$ cat src/rtl/axi4_lite_master.sv
// Single-outstanding AXI4-Lite initiator: converts a cmd/rsp handshake into one
// AXI4-Lite write or read at a time, returning the slave response on a registered port.
module axi4_lite_master #(
  parameter int AXI_DATA_WIDTH_C = 32,
  parameter int AXI_ADDR_WIDTH_C = 7
) (
  input  logic                          clk,
  input  logic                          rst,
  input  logic                          cmd_valid,
  output logic                          cmd_ready,
  input  logic                          cmd_write,
  input  logic [AXI_ADDR_WIDTH_C-1:0]   cmd_addr,
  input  logic [AXI_DATA_WIDTH_C-1:0]   cmd_wdata,
  input  logic [AXI_DATA_WIDTH_C/8-1:0] cmd_wstrb,
  output logic                          rsp_valid,
  input  logic                          rsp_ready,
  output logic                          rsp_write,
  output logic [AXI_DATA_WIDTH_C-1:0]   rsp_rdata,
  output logic [1:0]                    rsp_resp,
  output logic [AXI_ADDR_WIDTH_C-1:0]   awaddr,
  output logic [2:0]                    awprot,
  output logic                          awvalid,
  input  logic                          awready,
  output logic [AXI_DATA_WIDTH_C-1:0]   wdata,
  output logic [AXI_DATA_WIDTH_C/8-1:0] wstrb,
  output logic                          wvalid,
  input  logic                          wready,
  input  logic [1:0]                    bresp,
  input  logic                          bvalid,
  output logic                          bready,
  output logic [AXI_ADDR_WIDTH_C-1:0]   araddr,
  output logic [2:0]                    arprot,
  output logic                          arvalid,
  input  logic                          arready,
  input  logic [AXI_DATA_WIDTH_C-1:0]   rdata,
  input  logic [1:0]                    rresp,
  input  logic                          rvalid,
  output logic                          rready
);

  localparam int STRB_W = AXI_DATA_WIDTH_C / 8;

  typedef enum logic [2:0] {
    S_IDLE, S_WR_REQ, S_WR_RESP, S_RD_REQ, S_RD_DATA, S_RSP
  } state_e;

  state_e                      state_q, state_d;
  logic [AXI_ADDR_WIDTH_C-1:0] addr_q, addr_d;
  logic [AXI_DATA_WIDTH_C-1:0] wdata_q, wdata_d;
  logic [STRB_W-1:0]           wstrb_q, wstrb_d;
  logic                        awvalid_q, awvalid_d;
  logic                        wvalid_q, wvalid_d;
  logic                        aw_done_q, aw_done_d;
  logic                        w_done_q, w_done_d;
  logic                        bready_q, bready_d;
  logic                        arvalid_q, arvalid_d;
  logic                        rready_q, rready_d;
  logic                        rsp_valid_q, rsp_valid_d;
  logic                        rsp_write_q, rsp_write_d;
  logic [AXI_DATA_WIDTH_C-1:0] rsp_rdata_q, rsp_rdata_d;
  logic [1:0]                  rsp_resp_q, rsp_resp_d;

  logic cmd_acc, aw_hs, w_hs, wr_req_done;

  // Gated by rst so no command can be taken while reset is held.
  assign cmd_ready   = (state_q == S_IDLE) & ~rst;
  assign cmd_acc     = cmd_valid & cmd_ready;
  assign aw_hs       = awvalid_q & awready;
  assign w_hs        = wvalid_q & wready;
  assign wr_req_done = (aw_done_q | aw_hs) & (w_done_q | w_hs);

  always_ff @(posedge clk or posedge rst) begin
    if (rst) begin
      state_q     <= S_IDLE;
      addr_q      <= '0;
      wdata_q     <= '0;
      wstrb_q     <= '0;
      awvalid_q   <= 1'b0;
      wvalid_q    <= 1'b0;
      aw_done_q   <= 1'b0;
      w_done_q    <= 1'b0;
      bready_q    <= 1'b0;
      arvalid_q   <= 1'b0;
      rready_q    <= 1'b0;
      rsp_valid_q <= 1'b0;
      rsp_write_q <= 1'b0;
      rsp_rdata_q <= '0;
      rsp_resp_q  <= '0;
    end else begin
      state_q     <= state_d;
      addr_q      <= addr_d;
      wdata_q     <= wdata_d;
      wstrb_q     <= wstrb_d;
      awvalid_q   <= awvalid_d;
      wvalid_q    <= wvalid_d;
      aw_done_q   <= aw_done_d;
      w_done_q    <= w_done_d;
      bready_q    <= bready_d;
      arvalid_q   <= arvalid_d;
      rready_q    <= rready_d;
      rsp_valid_q <= rsp_valid_d;
      rsp_write_q <= rsp_write_d;
      rsp_rdata_q <= rsp_rdata_d;
      rsp_resp_q  <= rsp_resp_d;
    end
  end

  always_comb begin
    state_d = state_q;
    case (state_q)
      S_IDLE:    if (cmd_acc)     state_d = cmd_write ? S_WR_REQ : S_RD_REQ;
      S_WR_REQ:  if (wr_req_done) state_d = S_WR_RESP;
      S_WR_RESP: if (bvalid)      state_d = S_RSP;
      S_RD_REQ:  if (arready)     state_d = S_RD_DATA;
      S_RD_DATA: if (rvalid)      state_d = S_RSP;
      S_RSP:     if (rsp_ready)   state_d = S_IDLE;
      default:                    state_d = S_IDLE;
    endcase
  end

  // Next values of the registered AXI/rsp outputs, so every output is a flop.
  always_comb begin
    addr_d      = addr_q;
    wdata_d     = wdata_q;
    wstrb_d     = wstrb_q;
    awvalid_d   = awvalid_q;
    wvalid_d    = wvalid_q;
    aw_done_d   = aw_done_q;
    w_done_d    = w_done_q;
    bready_d    = bready_q;
    arvalid_d   = arvalid_q;
    rready_d    = rready_q;
    rsp_valid_d = rsp_valid_q;
    rsp_write_d = rsp_write_q;
    rsp_rdata_d = rsp_rdata_q;
    rsp_resp_d  = rsp_resp_q;
    case (state_q)
      S_IDLE: begin
        if (cmd_acc) begin
          addr_d  = cmd_addr;
          wdata_d = cmd_wdata;
          wstrb_d = cmd_wstrb;
          if (cmd_write) begin
            awvalid_d = 1'b1;
            wvalid_d  = 1'b1;
            aw_done_d = 1'b0;
            w_done_d  = 1'b0;
          end else begin
            arvalid_d = 1'b1;
          end
        end
      end
      S_WR_REQ: begin
        if (aw_hs) begin
          awvalid_d = 1'b0;
          aw_done_d = 1'b1;
        end
        if (w_hs) begin
          wvalid_d = 1'b0;
          w_done_d = 1'b1;
        end
        if (wr_req_done) bready_d = 1'b1;
      end
      S_WR_RESP: begin
        if (bvalid) begin
          bready_d    = 1'b0;
          rsp_valid_d = 1'b1;
          rsp_write_d = 1'b1;
          rsp_rdata_d = '0;
          rsp_resp_d  = bresp;
        end
      end
      S_RD_REQ: begin
        if (arready) begin
          arvalid_d = 1'b0;
          rready_d  = 1'b1;
        end
      end
      S_RD_DATA: begin
        if (rvalid) begin
          rready_d    = 1'b0;
          rsp_valid_d = 1'b1;
          rsp_write_d = 1'b0;
          rsp_rdata_d = rdata;
          rsp_resp_d  = rresp;
        end
      end
      S_RSP: begin
        if (rsp_ready) rsp_valid_d = 1'b0;
      end
      default: ;
    endcase
  end

  assign awaddr    = addr_q;
  assign araddr    = addr_q;
  assign awprot    = 3'b000;
  assign arprot    = 3'b000;
  assign wdata     = wdata_q;
  assign wstrb     = wstrb_q;
  assign awvalid   = awvalid_q;
  assign wvalid    = wvalid_q;
  assign bready    = bready_q;
  assign arvalid   = arvalid_q;
  assign rready    = rready_q;
  assign rsp_valid = rsp_valid_q;
  assign rsp_write = rsp_write_q;
  assign rsp_rdata = rsp_rdata_q;
  assign rsp_resp  = rsp_resp_q;

endmodule
$ cat config.mk
export PLATFORM = sky130hd
export DESIGN_NAME = axi4_lite_master
export DESIGN_NICKNAME = d
export VERILOG_FILES = /design/src/rtl/axi4_lite_master.sv
export SDC_FILE = /design/constraint.sdc
export NUM_CORES = 1
export LEC_CHECK = 0
export ABC_AREA = 1
export CAP_MARGIN = 5
export CORE_ASPECT_RATIO = 1.2
export CORE_MARGIN = 2
export CORE_UTILIZATION = 35
export CTS_CLUSTER_SIZE = 16
export DETAILED_ROUTE_END_ITERATION = 8
export GPL_TIMING_DRIVEN = 0
export PLACE_DENSITY = 0.74
export SKIP_LAST_GASP = 1
export SYNTH_ARGS = -nofsm -noshare
export SYNTH_HDL_FRONTEND = slang
export SYNTH_SLANG_ARGS = --single-unit
export TNS_END_PERCENT = 20
$ cat constraint.sdc
create_clock -name clk -period 3.08 [get_ports clk]
set_clock_uncertainty 0.15 [all_clocks]
set_input_delay 0.77 -clock clk [delete_from_list [all_inputs] [get_ports clk]]
set_output_delay 0.77 -clock clk [all_outputs]
set_load 0.01 [all_outputs]
==> reports/results.ini <==
[outcome]
status = finished clean

[power_and_ir_drop]
pwr-share-comb = 0.472
total_power_w = 0.00575
leakagePower_nw = 3.05
intPower_w = 0.00375
clockPowerShare = 0.183
pwr-share-seq = 0.345
ir_drop_uv = 418
cellPowerDensity_nw_per_um2 = 951
switching_share = 0.348
power.switching_w = 0.00200

[synthesis]
synthArstFlopShare = 1.00
synth_warnings = 0
synth_common_cells = 272 x nand2_1, 89 x dfrtp_1, 17 x buf_4
yosysUniqueCellTypes = 21
synthAdderAreaFrac = 0
synth_edf_count = 0
synthFlopType = dfrtp_1
synth_top_family_by_area = simple AND/OR/NAND/NOR gates
ys_top_cells_by_area = dfrtp_1 59%, nand2_1 27%, buf_4 3.4%
yosys.area.top_type = dfrtp_1
synth_compound_area_frac = 0.0170
yosysMostFrequentCell = nand2_1
synth_mux_area_frac = 0
syn_area_per_cell_um2 = 8.41
seq_area_frac_synth = 0.595
synth-xor-area-share = 0
synth_top_area_frac = 0.595
syn_inst = 445
yosys.area_share.simple = 0.314
ys_seq_elements = 89
syn_area_um2 = 3740

[layout]
drive_above_1_share = 0.0896
area_growth_syn_to_layout_pct = 61.6
antenna_cells = 0
final_nets = 732
nFillCells = 959
fin_area_um2 = 6050
multi_input_area_um2 = 1260
final-seq-area_um2 = 2230
fin_util = 0.578

[global_route]
grt_pass1_vias = 3353
grt_max_degree = 39
grt_overflow = 0
grt_pass1_wl_um = 16100
grtUsageTotal = 0.172
antenna_found_initial = 0

[placement]
gp_congestion = 0.816
dp_hpwl_um = 7650
portBuffers = 180
pre_cts_ws_ns = 0.121
placement.cell_area_um2 = 5770

[die]
core_region_area_um2 = 10500
rows = 41
dieArea_um2 = 11500
io_pins = 187
start_util = 0.358
die_w_um = 98.4
die_h_um = 117

[timing]
hold_violations = 0
slew_violations = 0
fmax_mhz = 344
rsz0062_at_grt = no
setup_viol = 0
period_minus_slack_ns = 2.91
worst_slack_ns = 0.170
whs_ns = 0.318
period_share = 0.945

[cts]
htreeDepth = 3
post_cts_buffers = 0
cts-root-buf = clkbuf_16
cts.sinks = 89
cts_hold_buf = 0
cts_buffers = 9
clk_path_buf_depth = 2
clk_latency_ns = 0.33
cts-resized-gates = 0
cts_tree = built
clk_pin_slew_ns = 0.06

[routing]
wl_per_cell_um = 12.9
drt_wl_total_um = 10000
drc = 0
first_iter_violations = 100
detail_route.first_pass.iterations = 5
via_count = 3453
ant_nets = 0
via_per_inst = 4.45

[flow_run]
max_cap_violations = 0

[setup_path]
cp-start-kind = input port
cp.required_ns = 2.16
endpoint_kind = output pin
crit_arrival_ns = 1.99
path_max_fanout = 2
crit_type = in2out

[hold_path]
hold_path.class = reg2reg

-- per-layer routing --
metal	vias up	share of wire	track usage	routed length, um
li1	1722	-	-	-
met1	1588	0.42	0.212	4190
met2	124	0.49	0.293	4960
met3	19	0.063	0.0356	628
met4	0	0.026	0.0813	264
met5	-	0	0	0
-- power groups by stage --
stage	logic [W]	registers (W)	clock network (W)
after CTS	0.00276	0.00199	0.00108
after detailed placement	0.00275	0.00200	0
after floorplan	0.00106	0.00221	0
final	0.00272	0.00198	0.00105
after global placement	0.00269	0.00198	0
after global routing	0.00299	0.00205	0.00113
-- cell type report --
cell class / count / area share
flip-flops and latches: 89 / 0.368
repair buffers: 182 / 0.305
plain buffers: 28 / 0.0331
multi-input cells: 314 / 0.209
inverters: 19 / 0.0128
clock inverters: 3 / 0.00703
clock buffers: 12 / 0.0391
well taps: 129 / 0.0267
-- worst max-delay path, cell delays in order --
cell             delay [ns]
clkdlybuf4s50_1        0.50
nor2_4                 0.17
clkdlybuf4s50_1        0.55
-- worst paths after layout --
check / start / end / slack, ns / cells after the start
min: rsp_rdata[23] / rsp_rdata[23] / 0.32 / 2
min reg2reg: rsp_rdata[23] / rsp_rdata[23] / 0.32 / 2
max reg2reg: state_q[0] / wdata[31] / 1.33 / 8
min in group asynchronous: rst / wdata[31] / 0.74 / 2
max in group asynchronous: rst / wstrb[0] / 1.52 / 3
max: rst / cmd_ready / 0.17 / 3
-- stage by stage --
stage	setup TNS [ns]	std cells
after floorplan	0	450
after global placement	-9.66	759
after detailed placement	0	761
after CTS	0	776
after global routing	0	776
final	0	776
-- state kept, by name, summed over array words and instances, names as in the netlist --
| signal | cells |
|---|---|
| araddr | 7 |
| rsp_rdata | 32 |
| aw_done_q | 1 |
| rsp_write | 1 |
| arvalid | 1 |
| rsp_resp | 2 |
| wdata | 32 |
| rready | 1 |
| state_q | 3 |
| rsp_valid | 1 |
| wstrb | 4 |
| awvalid | 1 |
| w_done_q | 1 |
| wvalid | 1 |
| bready | 1 |
-- kinds of logic after synthesis --
family	count (synthesis)
AO/OA/AOI/OAI	11
buffers and inverters	47
flip-flops	89
other	1
AND/OR/NAND/NOR	297
-- layout by cell type (no fill, tap or decap), drive strengths merged --
cell type        n
a21boi           1
buf             29
clkinv           1
bufinv           1
o21ai            4
clkinvlp         2
inv             18
dfrtp           89
nand4            3
nand3            8
clkdlybuf4s50  180
conb             6
o21bai           1
clkbuf          13
nor2            10
nand2          276
a21oi            5
No activity file was read; power rests on OpenSTA's default activity.
==> patch (same settings) <==
The parameter `AXI_DATA_WIDTH_C` goes from 32 to 16.
--- a/src/rtl/axi4_lite_master.sv
+++ b/src/rtl/axi4_lite_master.sv
@@ -2,5 +2,5 @@
 // AXI4-Lite write or read at a time, returning the slave response on a registered port.
 module axi4_lite_master #(
-  parameter int AXI_DATA_WIDTH_C = 32,
+  parameter int AXI_DATA_WIDTH_C = 16,
   parameter int AXI_ADDR_WIDTH_C = 7
 ) (
Ports: changed (6 resized); port bits go from 187 to 119. The function was not compared with the original's and may differ.
==> patch against the unedited design <==
- critical path depth unchanged
- sequential cell count down 34
- final area down 36%
- setup slack better by 45 ps
- first-iteration DRC count down 42%
- wire length down 40%
- power down 38%
- area after synthesis down 33%
==> patch: results (changes against the unedited design) <==
Place
  – DP Wirelength: 4.80 mm (was 7.65 mm)
  – Pre-CTS setup slack: 119 ps (was 121 ps)
  – Placed Cells: 508 (was 761)
  – # port buffers: 112 (was 180)
  – Cell Area, Placed: 3780 sq um (was 5770 sq um)
  – Routability Congestion: 0.693 (was 0.816)

Global route
  – First-pass GRT wire length: 10.2 mm (was 16.1 mm)
  – GR met2 Demand/Resource: 28.8% (was 29.3%)
  – Met3 GRT Util: 4.94% (was 3.56%)
  – Tot GR Track Use: 16.3% (was 17.2%)
  – Largest net degree at the start of global routing: 37 (was 39)
  – Met1 Track Usage GR: 19.0% (was 21.2%)

Yosys
  – Seq/Total Area, Yosys: 55.0% (was 59.5%)
  – Most frequent cells after synthesis: 121 x nand2_1, 55 x dfrtp_1, 39 x inv_1, 20 x o21ai_0, 18 x buf_4 (was 272 x nand2_1, 89 x dfrtp_1, 17 x buf_4, 13 x inv_1, 8 x nand3_1)
  – Mapped Cells: 303 (was 445)

Worst hold path
  – Min-delay src: rsp_rdata[1] (was rsp_rdata[23])
  – Type of the worst min-delay path: register to register (unchanged)
  – Hold endpoint: rsp_rdata[1] (was rsp_rdata[23])

Critical path
  – FF-to-FF End: wdata[8] (was wdata[31])
  – Reg2reg path depth: 6 (was 8)
  – Reg2Reg Setup Slack: 1410 ps (was 1330 ps)
  – Critical path peak fanout: 3 (was 2)
  – Crit Reg-Reg Startpoint: state_q[1] (was state_q[0])

CTS
  – Clock-pin slew on the worst setup and hold paths: 90 ps (was 60 ps)
  – Cts bufs inserted: 5 (was 9)
  – H-Tree Depth: 2 (was 3)

Route
  – Routed vias: 2,237 (was 3,453)
  – TritonRoute pass-1 iters: 4 (was 5)
  – WL/cell: 11.7 microns (was 12.9 microns)

Timing
  – Final hold slack: 326 ps (was 318 ps)

Power
  – Maximum vdd drop: 0.483 mV (was 0.418 mV)
  – Leak: 1.90 nW (was 3.05 nW)

Cells and area
  – Nets: 483 (was 732)
  – Fin cells: 516 (was 776)
  – Layout cells sized above 1: 9.09% (was 8.96%)

Run status
  – Outcome: finished clean (unchanged)
==> patch: worst reg2reg max path, cell delays in order (launching register included) <==
cell,delay (ps)
dfrtp_1,370
buf_4,170
nor2_4,100
nand2_2,110
nor3b_4,330
buf_4,230
o21ai_0,100
==> patch: logic make-up (layout without fill, tap and decap cells) <==
family                 after synthesis  in the layout  share of synthesized area [%]
AOI/OAI and AO/OA                   39             39                           7.90
other                                1              6                          0.150
and+or+nand+nor                    144            144                           23.4
DFF                                 55             55                           55.0
buffers and inverters               64            185                           13.5
==> patch: final cells by class <==
| type | count | area, sq um | area share [%] |
|---|---|---|---|
| buffer | 23 | 185 | 4.79 |
| clock buffer | 6 | 72.6 | 1.88 |
| clock inverter | 2 | 12.5 | 0.324 |
| inverter | 41 | 154 | 3.98 |
| multi-input combinational | 189 | 806 | 20.9 |
| tap | 87 | 109 | 2.82 |
| timing repair buffer | 113 | 1150 | 29.7 |
| sequential | 55 | 1380 | 35.6 |
==> patch: worst max-delay path by stage <==
stage / cells past startpoint / endpoint / startpoint / slack, ps
after global routing: 3 / cmd_ready / rst / 170
after detailed placement: 7 / state_q[2] / rst / 120
after floorplan: 6 / state_q[2] / rst / 210
after global placement: 7 / state_q[0] / rst / -970
after CTS: 3 / cmd_ready / rst / 200
final: 3 / cmd_ready / rst / 220
==> patch: metal layers <==
metal	vias up	wire, microns
met5	-	0
met4	0	42
met3	5	570
met2	87	2930
met1	993	2490
li1	1152	-
==> patch: report_power, final <==
part           internal, W  switching, W
registers          0.00107      0.000203
logic              0.00103      0.000882
clock network     0.000159      0.000219
total              0.00226       0.00130
